[config.mk]
export PLATFORM = sky130hd
export DESIGN_NAME = bist_ctrl_param
export DESIGN_NICKNAME = d
export VERILOG_FILES = /design/src/rtl/bist_ctrl_param.sv
export SDC_FILE = /design/constraint.sdc
export NUM_CORES = 1
export LEC_CHECK = 0
export CORE_MARGIN = 2
export CORE_UTILIZATION = 46
export DETAILED_ROUTE_END_ITERATION = 6
export GPL_ROUTABILITY_DRIVEN = 0
export PLACE_DENSITY = 0.75
export SKIP_LAST_GASP = 1
export SLEW_MARGIN = 5
export SYNTH_ARGS = -nofsm -noshare
export SYNTH_HDL_FRONTEND = slang
export SYNTH_SLANG_ARGS = --single-unit
[constraint.sdc]
create_clock -name CLK -period 2 [get_ports CLK]
set_clock_uncertainty 0.1 [all_clocks]
set_input_delay 0.3 -clock CLK [delete_from_list [all_inputs] [get_ports CLK]]
set_output_delay 0.3 -clock CLK [all_outputs]
set_load 0.02 [all_outputs]
[src/rtl/bist_ctrl_param.sv]
// rtl/bist_ctrl_param.sv - parametrised LFSR/MISR BIST controller (optional BIST_SIG_OUT_EN adds sig_out/sig_valid)
module bist_ctrl_param #(
    parameter int              IN_W       = 8,
    parameter int              OUT_W      = 8,
    parameter int              N_PATTERNS = 200,
    parameter int              CUT_LAT    = 0,
    parameter logic [IN_W-1:0]  LFSR_POLY  = 8'hB8,
    parameter logic [IN_W-1:0]  LFSR_SEED  = 8'h01,
    parameter logic [OUT_W-1:0] MISR_POLY  = 8'hB8,
    parameter logic [OUT_W-1:0] MISR_SEED  = 8'h00,
    parameter logic [OUT_W-1:0] GOLDEN_SIG = 8'h00
) (
    input  logic             CLK,
    input  logic             RST,
    input  logic             bist_start,
    input  logic [IN_W-1:0]  func_in,
    input  logic [OUT_W-1:0] cut_out,
    output logic [IN_W-1:0]  cut_in,
    output logic             bist_mode,
    output logic             pass_fail,
`ifdef BIST_SIG_OUT_EN
    output logic [OUT_W-1:0] sig_out,
    output logic             sig_valid,
`endif
    output logic             bist_end
);

    // Total RUN length: the patterns plus the cycles needed to flush the CUT pipeline.
    localparam int TOTAL = N_PATTERNS + CUT_LAT;
    localparam int CNT_W = (TOTAL + 1 > 2) ? $clog2(TOTAL + 1) : 1;

    // An all-zero LFSR would lock up, so a zero seed is replaced by 1.
    localparam logic [IN_W-1:0] SEED_EFF = (LFSR_SEED == '0) ? IN_W'(1) : LFSR_SEED;

    // Reject out-of-range configurations at elaboration time.
    if (IN_W < 2 || IN_W > 32) begin : g_bad_in_w
        $error("bist_ctrl_param: IN_W out of range");
    end
    if (OUT_W < 2 || OUT_W > 32) begin : g_bad_out_w
        $error("bist_ctrl_param: OUT_W out of range");
    end
    if (N_PATTERNS < 1 || N_PATTERNS > 65535) begin : g_bad_n
        $error("bist_ctrl_param: N_PATTERNS out of range");
    end
    if (CUT_LAT < 0 || CUT_LAT > 7) begin : g_bad_lat
        $error("bist_ctrl_param: CUT_LAT out of range");
    end

    typedef enum logic [1:0] {
        S_IDLE,
        S_RUN,
        S_CHECK,
        S_DONE
    } state_t;

    state_t           state;
    logic [IN_W-1:0]  lfsr;
    logic [OUT_W-1:0] misr;
    logic [CNT_W-1:0] counter;
    logic             start_q;

    logic             start_pulse;
    logic [IN_W-1:0]  lfsr_next;
    logic [OUT_W-1:0] misr_next;
    logic             capture;
    logic             last_cycle;

    // Edge detect so a held bist_start launches only one run.
    assign start_pulse = bist_start & ~start_q;

    // Fibonacci-style shift with parity of the tapped bits fed into bit 0.
    assign lfsr_next = {lfsr[IN_W-2:0], ^(lfsr & LFSR_POLY)};
    assign misr_next = {misr[OUT_W-2:0], ^(misr & MISR_POLY)} ^ cut_out;

    // Responses are only meaningful once the first pattern has crossed the CUT pipeline.
    assign capture    = (int'(counter) >= CUT_LAT) && (int'(counter) < TOTAL);
    assign last_cycle = (int'(counter) == TOTAL - 1);

    // CUT input mux: LFSR patterns while testing, functional inputs otherwise.
    assign cut_in = bist_mode ? lfsr : func_in;

`ifdef BIST_SIG_OUT_EN
    // Expose the live signature for golden-value extraction; valid once the run is done.
    assign sig_out   = misr;
    assign sig_valid = bist_end;
`endif

    // Controller FSM with registered status outputs.
    always_ff @(posedge CLK) begin
        if (RST) begin
            state     <= S_IDLE;
            lfsr      <= SEED_EFF;
            misr      <= MISR_SEED;
            counter   <= '0;
            start_q   <= 1'b0;
            bist_mode <= 1'b0;
            pass_fail <= 1'b0;
            bist_end  <= 1'b0;
        end else begin
            start_q <= bist_start;
            case (state)
                S_IDLE, S_DONE: begin
                    if (start_pulse) begin
                        state     <= S_RUN;
                        lfsr      <= SEED_EFF;
                        misr      <= MISR_SEED;
                        counter   <= '0;
                        bist_mode <= 1'b1;
                        pass_fail <= 1'b0;
                        bist_end  <= 1'b0;
                    end
                end
                S_RUN: begin
                    lfsr    <= lfsr_next;
                    counter <= counter + CNT_W'(1);
                    if (capture) begin
                        misr <= misr_next;
                    end
                    if (last_cycle) begin
                        state     <= S_CHECK;
                        bist_mode <= 1'b0;
                    end
                end
                S_CHECK: begin
                    pass_fail <= (misr == GOLDEN_SIG);
                    bist_end  <= 1'b1;
                    state     <= S_DONE;
                end
                default: begin
                    state     <= S_IDLE;
                    bist_mode <= 1'b0;
                    bist_end  <= 1'b0;
                    pass_fail <= 1'b0;
                end
            endcase
        end
    end

endmodule

### Yosys cells after proc, flatten, opt, wreduce, memory -nomap -nowiden

Index checks and enable logic that the tools add are counted.

| cells by class | value |
|---|---|
| reduce and logical (&&, ||, !) cells | 12 |
| bitwise logic cells | 3 |
| add/subtract/negate cells | 1 |
| order comparisons | 1 |
| eq/ne operators | 7 |
| muxes and demuxes | 16 |

Operators with widths:

| operator | count |
|---|---|
| $pmux 8 s2 | 3 |
| $mux 8 | 4 |
| $reduce_xor 8->1 | 2 |
| $add 8x1->8 const B | 1 |
| $eq 8x7->1 const B | 1 |
| $logic_not 8->1 | 1 |
| $lt 8x8->1 const B | 1 |
| $xor 8x8->8 | 1 |
| $ne 2x2->1 const B | 3 |
| $pmux 1 s2 | 3 |
| $pmux 2 s3 | 1 |
| $reduce_and 2->1 | 3 |
| $reduce_and 3->1 | 2 |
| $eq 2x2->1 const B | 2 |
| $mux 2 | 2 |
| $reduce_bool 2->1 | 2 |
| $mux 1 | 3 |
| $eq 2x1->1 const B | 1 |
| $logic_not 2->1 | 1 |
| $reduce_or 2->1 | 1 |
| $and 1x1->1 | 1 |
| $not 1->1 | 1 |

| word-level totals | value |
|---|---|
| output and inout port bits | 11 |
| word-level logic and storage cells | 48 |
| bits in registers | 30 |

### Depth between registers and ports, before layout

| logic depth | value |
|---|---|
| depth in word-level cells | 4 |
| depth in mapped cells | 9 |
| gate-level depth less buffers | 6 |

### Worst setup path after synthesis

No wires, ideal clock.

| timing path | value |
|---|---|
| path kind | flip-flop to flip-flop |
| start point | register state[0] |
| end point | register lfsr[0] |
| stages on the path, launching flop included | 9 |
| period minus slack after synthesis | 1.861 ns |
| arrival time | 1.642 ns |
| setup time | 0.120 ns |
| data required time | 1.780 ns |
| slack | 0.139 ns |
| path through | dfxtp_1 inv_1 ha_1 buf_4 and3b_1 buf_2 nor2_1 buf_2 a211o_1 |

| between the ends | value |
|---|---|
| word-level cells in the longest chain between the ends | 4 |
| elaborated cells on any way between the ends | 8 |

RTL lines:

| what | line | text |
|---|---|---|
| start, declared | 56 | `state_t state;` |
| start signal, assigned | 91 | `state <= S_IDLE;` |
| start signal, assigned | 104 | `state <= S_RUN;` |
| start signal, assigned | 120 | `state <= S_CHECK;` |
| $eq 2x2->1 / $logic_not 2->1 (equally long branches) | 101 | `case (state)` |
| $reduce_or 2->1 | 101 |  |
| $ne 2x2->1 (no line) / $reduce_bool 2->1 (equally long branches) | n/a |  |
| $reduce_and 2->1 (no line) | n/a |  |
| end signal, assigned | 114 | `lfsr <= lfsr_next;` |
| end, declared | 57 | `logic [IN_W-1:0] lfsr;` |

Several ways; a longest one is shown, not always the timed one.
A chain may end at the register's enable or synchronous reset.

### Worst setup path after layout

| timing path | value |
|---|---|
| start point | register state[0] |
| end point | register counter[7] |

| between the ends | value |
|---|---|
| word-level cells in the longest chain between the ends | 4 |
| elaborated cells on any way between the ends | 8 |

RTL lines:

| what | line | text |
|---|---|---|
| $eq 2x2->1 / $logic_not 2->1 (equally long branches) | 101 |  |
| $reduce_or 2->1 | 101 |  |
| $ne 2x2->1 (no line) / $reduce_bool 2->1 (equally long branches) | n/a |  |
| $reduce_and 2->1 (no line) | n/a |  |
| end signal, assigned | 115 | `counter <= counter + CNT_W'(1);` |
| end, declared | 59 | `logic [CNT_W-1:0] counter;` |

Several ways; a longest one is shown, not always the timed one.

==> impl_metrics.yaml <==
status:
  status: "finished clean"
global_route:
  overflow: 0
  grt_pass1_vias: 1249
  busiest_layer: "met2"
  grt.met3_usage_pct: 7.45
  grt_pass1_wl_um: 5290
  grt_usage_pct: 19.2
  grt_max_degree: 24
  antenna_found_initial: 0
  use_met2_pct: 33.2
  use_met1_pct: 21.2
synth:
  synth_top_family_by_area: "compound AO/OA/AOI/OAI gates"
  synth_xor_area_share_pct: 10.7
  synth-simple-area-share_pct: 14.7
  ys_ff_latch: 30
  synth_cells: 161
  netlist_top_cells_area: "dfxtp_1 (39%), nor2_1 (7.5%), xor2_1 (7.3%)"
  synth_compound_area_share_pct: 18.6
  synthDistinctLibCells: 39
  synthesis.area_sq_mm: 0.00155
  ys_warn_count: 0
  yosysTopAreaCell: "dfxtp_1"
  synthAdderAreaFrac_pct: 4.84
  synth_mux_area_share_pct: 8.80
  ys_seq_area_share_pct: 38.7
  syn_nets: 186
  synth.top_cell.area_share_pct: 38.7
  synth.avg_cell_area_sq_um: 9.63
timing:
  period_share_pct: 94.0
  setup_viol: 0
  slew_headroom_pct: 74.5
  fin_tns_setup_ns: 0
  drv_slew: 0
  rsz0062_at_grt: "false"
  tightest_slew_ns: 0.382
  worst_hold_slack_ns: 0.399
  finalWorstPathRequiredPeriod_ns: 1.88
  max_freq_mhz: 532
  hold_viol_final: 0
die:
  initial_utilization_pct: 47.2
  boundaryPins: 30
  rows: 21
  die_h_um: 62.1
  core_sq_mm: 0.00328
  die_area_sq_mm: 0.00385
  die_w_um: 62.1
routing:
  drt_iter0_markers: 77
  drt_pre_antenna_iters: 4
  avgViaCountPerCell: 5.17
  remaining_drc_errors: 0
  ant_nets: 0
  wl_um: 3220
  routedWlPerCell_um: 13.1
  vias: 1271
cells_and_area:
  seq_area_sq_um: 604
  final_cell_mix: "nor2_1 (31), dfxtp_1 (29), clkdlybuf4s50_1 (21)"
  final_common_cell: "nor2_1"
  fillCellCount: 286
  final_nets: 224
  antenna_cells: 0
  drive_gt1_share_pct: 12.5
  final_cells: 246
  area_growth_pct: 28.2
  multiInputGateArea_sq_um: 896
cts:
  cts_tree: "built"
  cts_sinks: 30
  cts_buffers: 5
  clock_latency_ns: 0.32
  cts-hold-fix-buffers: 0
  cts_max_path_buffers: 2
  clock-root-buffer: "clkbuf_4"
  post_cts_buffers: 0
  h-tree-depth: 2
  clk_pin_slew_worst_paths_ns: 0.10
power_and_ir_drop:
  leakagePower_uw: 0.000798
  vdd.ir_drop.worst_mv: 0.592
  total_power_uw: 2130
  pwr_density_cell_mw_per_mm2: 1070
hold_path:
  hold_depth: 1
  hold_start: "lfsr[0]$_SDFFE_PP1P_"
  hold_class: "reg2reg"
worst_setup_path:
  cp.arrival_ns: 2.00
  reg2reg_from: "state[0]$_SDFFE_PP0P_"
  crit_type: "reg2reg"
  worstPathRequired_ns: 2.12
  cp_max_fo: 7
  ff2ff_path_depth: 7
  crit_start: "state[0]$_SDFFE_PP0P_"
  start_kind: "register"
  endpoint_kind: "register"
placement:
  io_buffers: 29
  dp.cells: 238
  hpwl_um: 2470
job:
  drv_cap: 0
-- synth_stat cells --
| cell type | instances |
|---|---|
| a22oi_1 | 15 |
| a32o_1 | 1 |
| nor3_1 | 1 |
| buf_4 | 1 |
| a221oi_4 | 1 |
| buf_2 | 3 |
| a2111o_1 | 1 |
| o211ai_1 | 3 |
| nor2_1 | 31 |
| nand2b_1 | 1 |
| nor2b_1 | 2 |
| a21boi_1 | 1 |
| a211o_1 | 1 |
| nand3b_1 | 1 |
| xnor2_1 | 6 |
| mux2_4 | 1 |
| xor2_1 | 13 |
| nand4_1 | 1 |
| dfxtp_1 | 30 |
| mux2_1 | 8 |
| and2_1 | 1 |
| o2bb2ai_4 | 1 |
| and3b_1 | 1 |
| a21oi_1 | 2 |
| and3_1 | 1 |
| o221a_1 | 1 |
| o21ai_1 | 3 |
| and3_2 | 1 |
| a211oi_1 | 1 |
| nor4b_1 | 1 |
| mux2i_1 | 2 |
| nand2_1 | 4 |
| mux2_2 | 1 |
| clkbuf_1 | 3 |
| inv_1 | 6 |
| or3_4 | 1 |
| o2111ai_1 | 2 |
| ha_1 | 6 |
| and4_2 | 1 |
-- metal layers --
layer,wire [um],up-vias,part of all wire [%]
met5,0,-,0
met4,25,0,0.78
met3,95,2,3.0
met2,1710,20,53
met1,1390,603,43
li1,-,646,-
-- flip-flops by register name, summed over array words and instances, names as in the netlist --
name / flops
lfsr: 8
start_q: 1
bist_mode: 1
counter: 8
bist_end: 1
misr: 8
pass_fail: 1
state: 2
-- per-stage QoR --
step	cell area [sq um]	setup WS, ns	util (%)
final	1990	0.120	60.5
after global routing	1990	0.000444	60.5
after CTS	1990	0.0319	60.5
after detailed placement	1930	0.0527	58.8
after global placement	1930	0.0933	58.8
after floorplan	1550	0.139	-
-- final timing paths --
path / endpoint / slack (ns)
worst max register to register: counter[7]$_SDFFE_PP0P_ / 0.12
worst min register to register: lfsr[0]$_SDFFE_PP1P_ / 0.40
worst max-delay path: counter[7]$_SDFFE_PP0P_ / 0.12
worst min-delay path: lfsr[0]$_SDFFE_PP1P_ / 0.40
-- power by group --
part,leakage (uW),internal [uW],switching [uW]
combinational,0.000518,460,496
clock,0.0000353,170,208
sequential,0.000244,696,100
-- critical path, cell delays in order (launching register included) --
cell and delay (ns):
dfxtp_1 0.37, inv_1 0.09, ha_2 0.34, and3b_1 0.26
buf_4 0.18, o2111ai_1 0.22, xor2_1 0.18, nor2_1 0.05
-- final cells by class --
type | instances | area share [%]
multi-input combinational | 118 | 45.1
clock buffer | 7 | 2.77
timing repair buffer | 38 | 17.5
sequential | 30 | 30.4
clock inverter | 1 | 0.252
inverter | 6 | 1.13
tap | 46 | 2.89
-- cell families after synthesis --
kind of cell | count (synthesis)
AO/OA/AOI/OAI | 33
multiplexers | 12
AND/OR/NAND/NOR | 48
XOR/XNOR | 19
adder cells (fa/ha/maj) | 6
flip-flops | 30
buffers and inverters | 13
-- repair_timing --
action                                  CTS  global route
endpoints found under the setup margin    8             7
endpoints found under the hold margin     0             0
resized for setup                        10             1
pin swaps                                 0             1
cloned                                    0             0
Note: power is estimated with default switching activity, not from simulation.
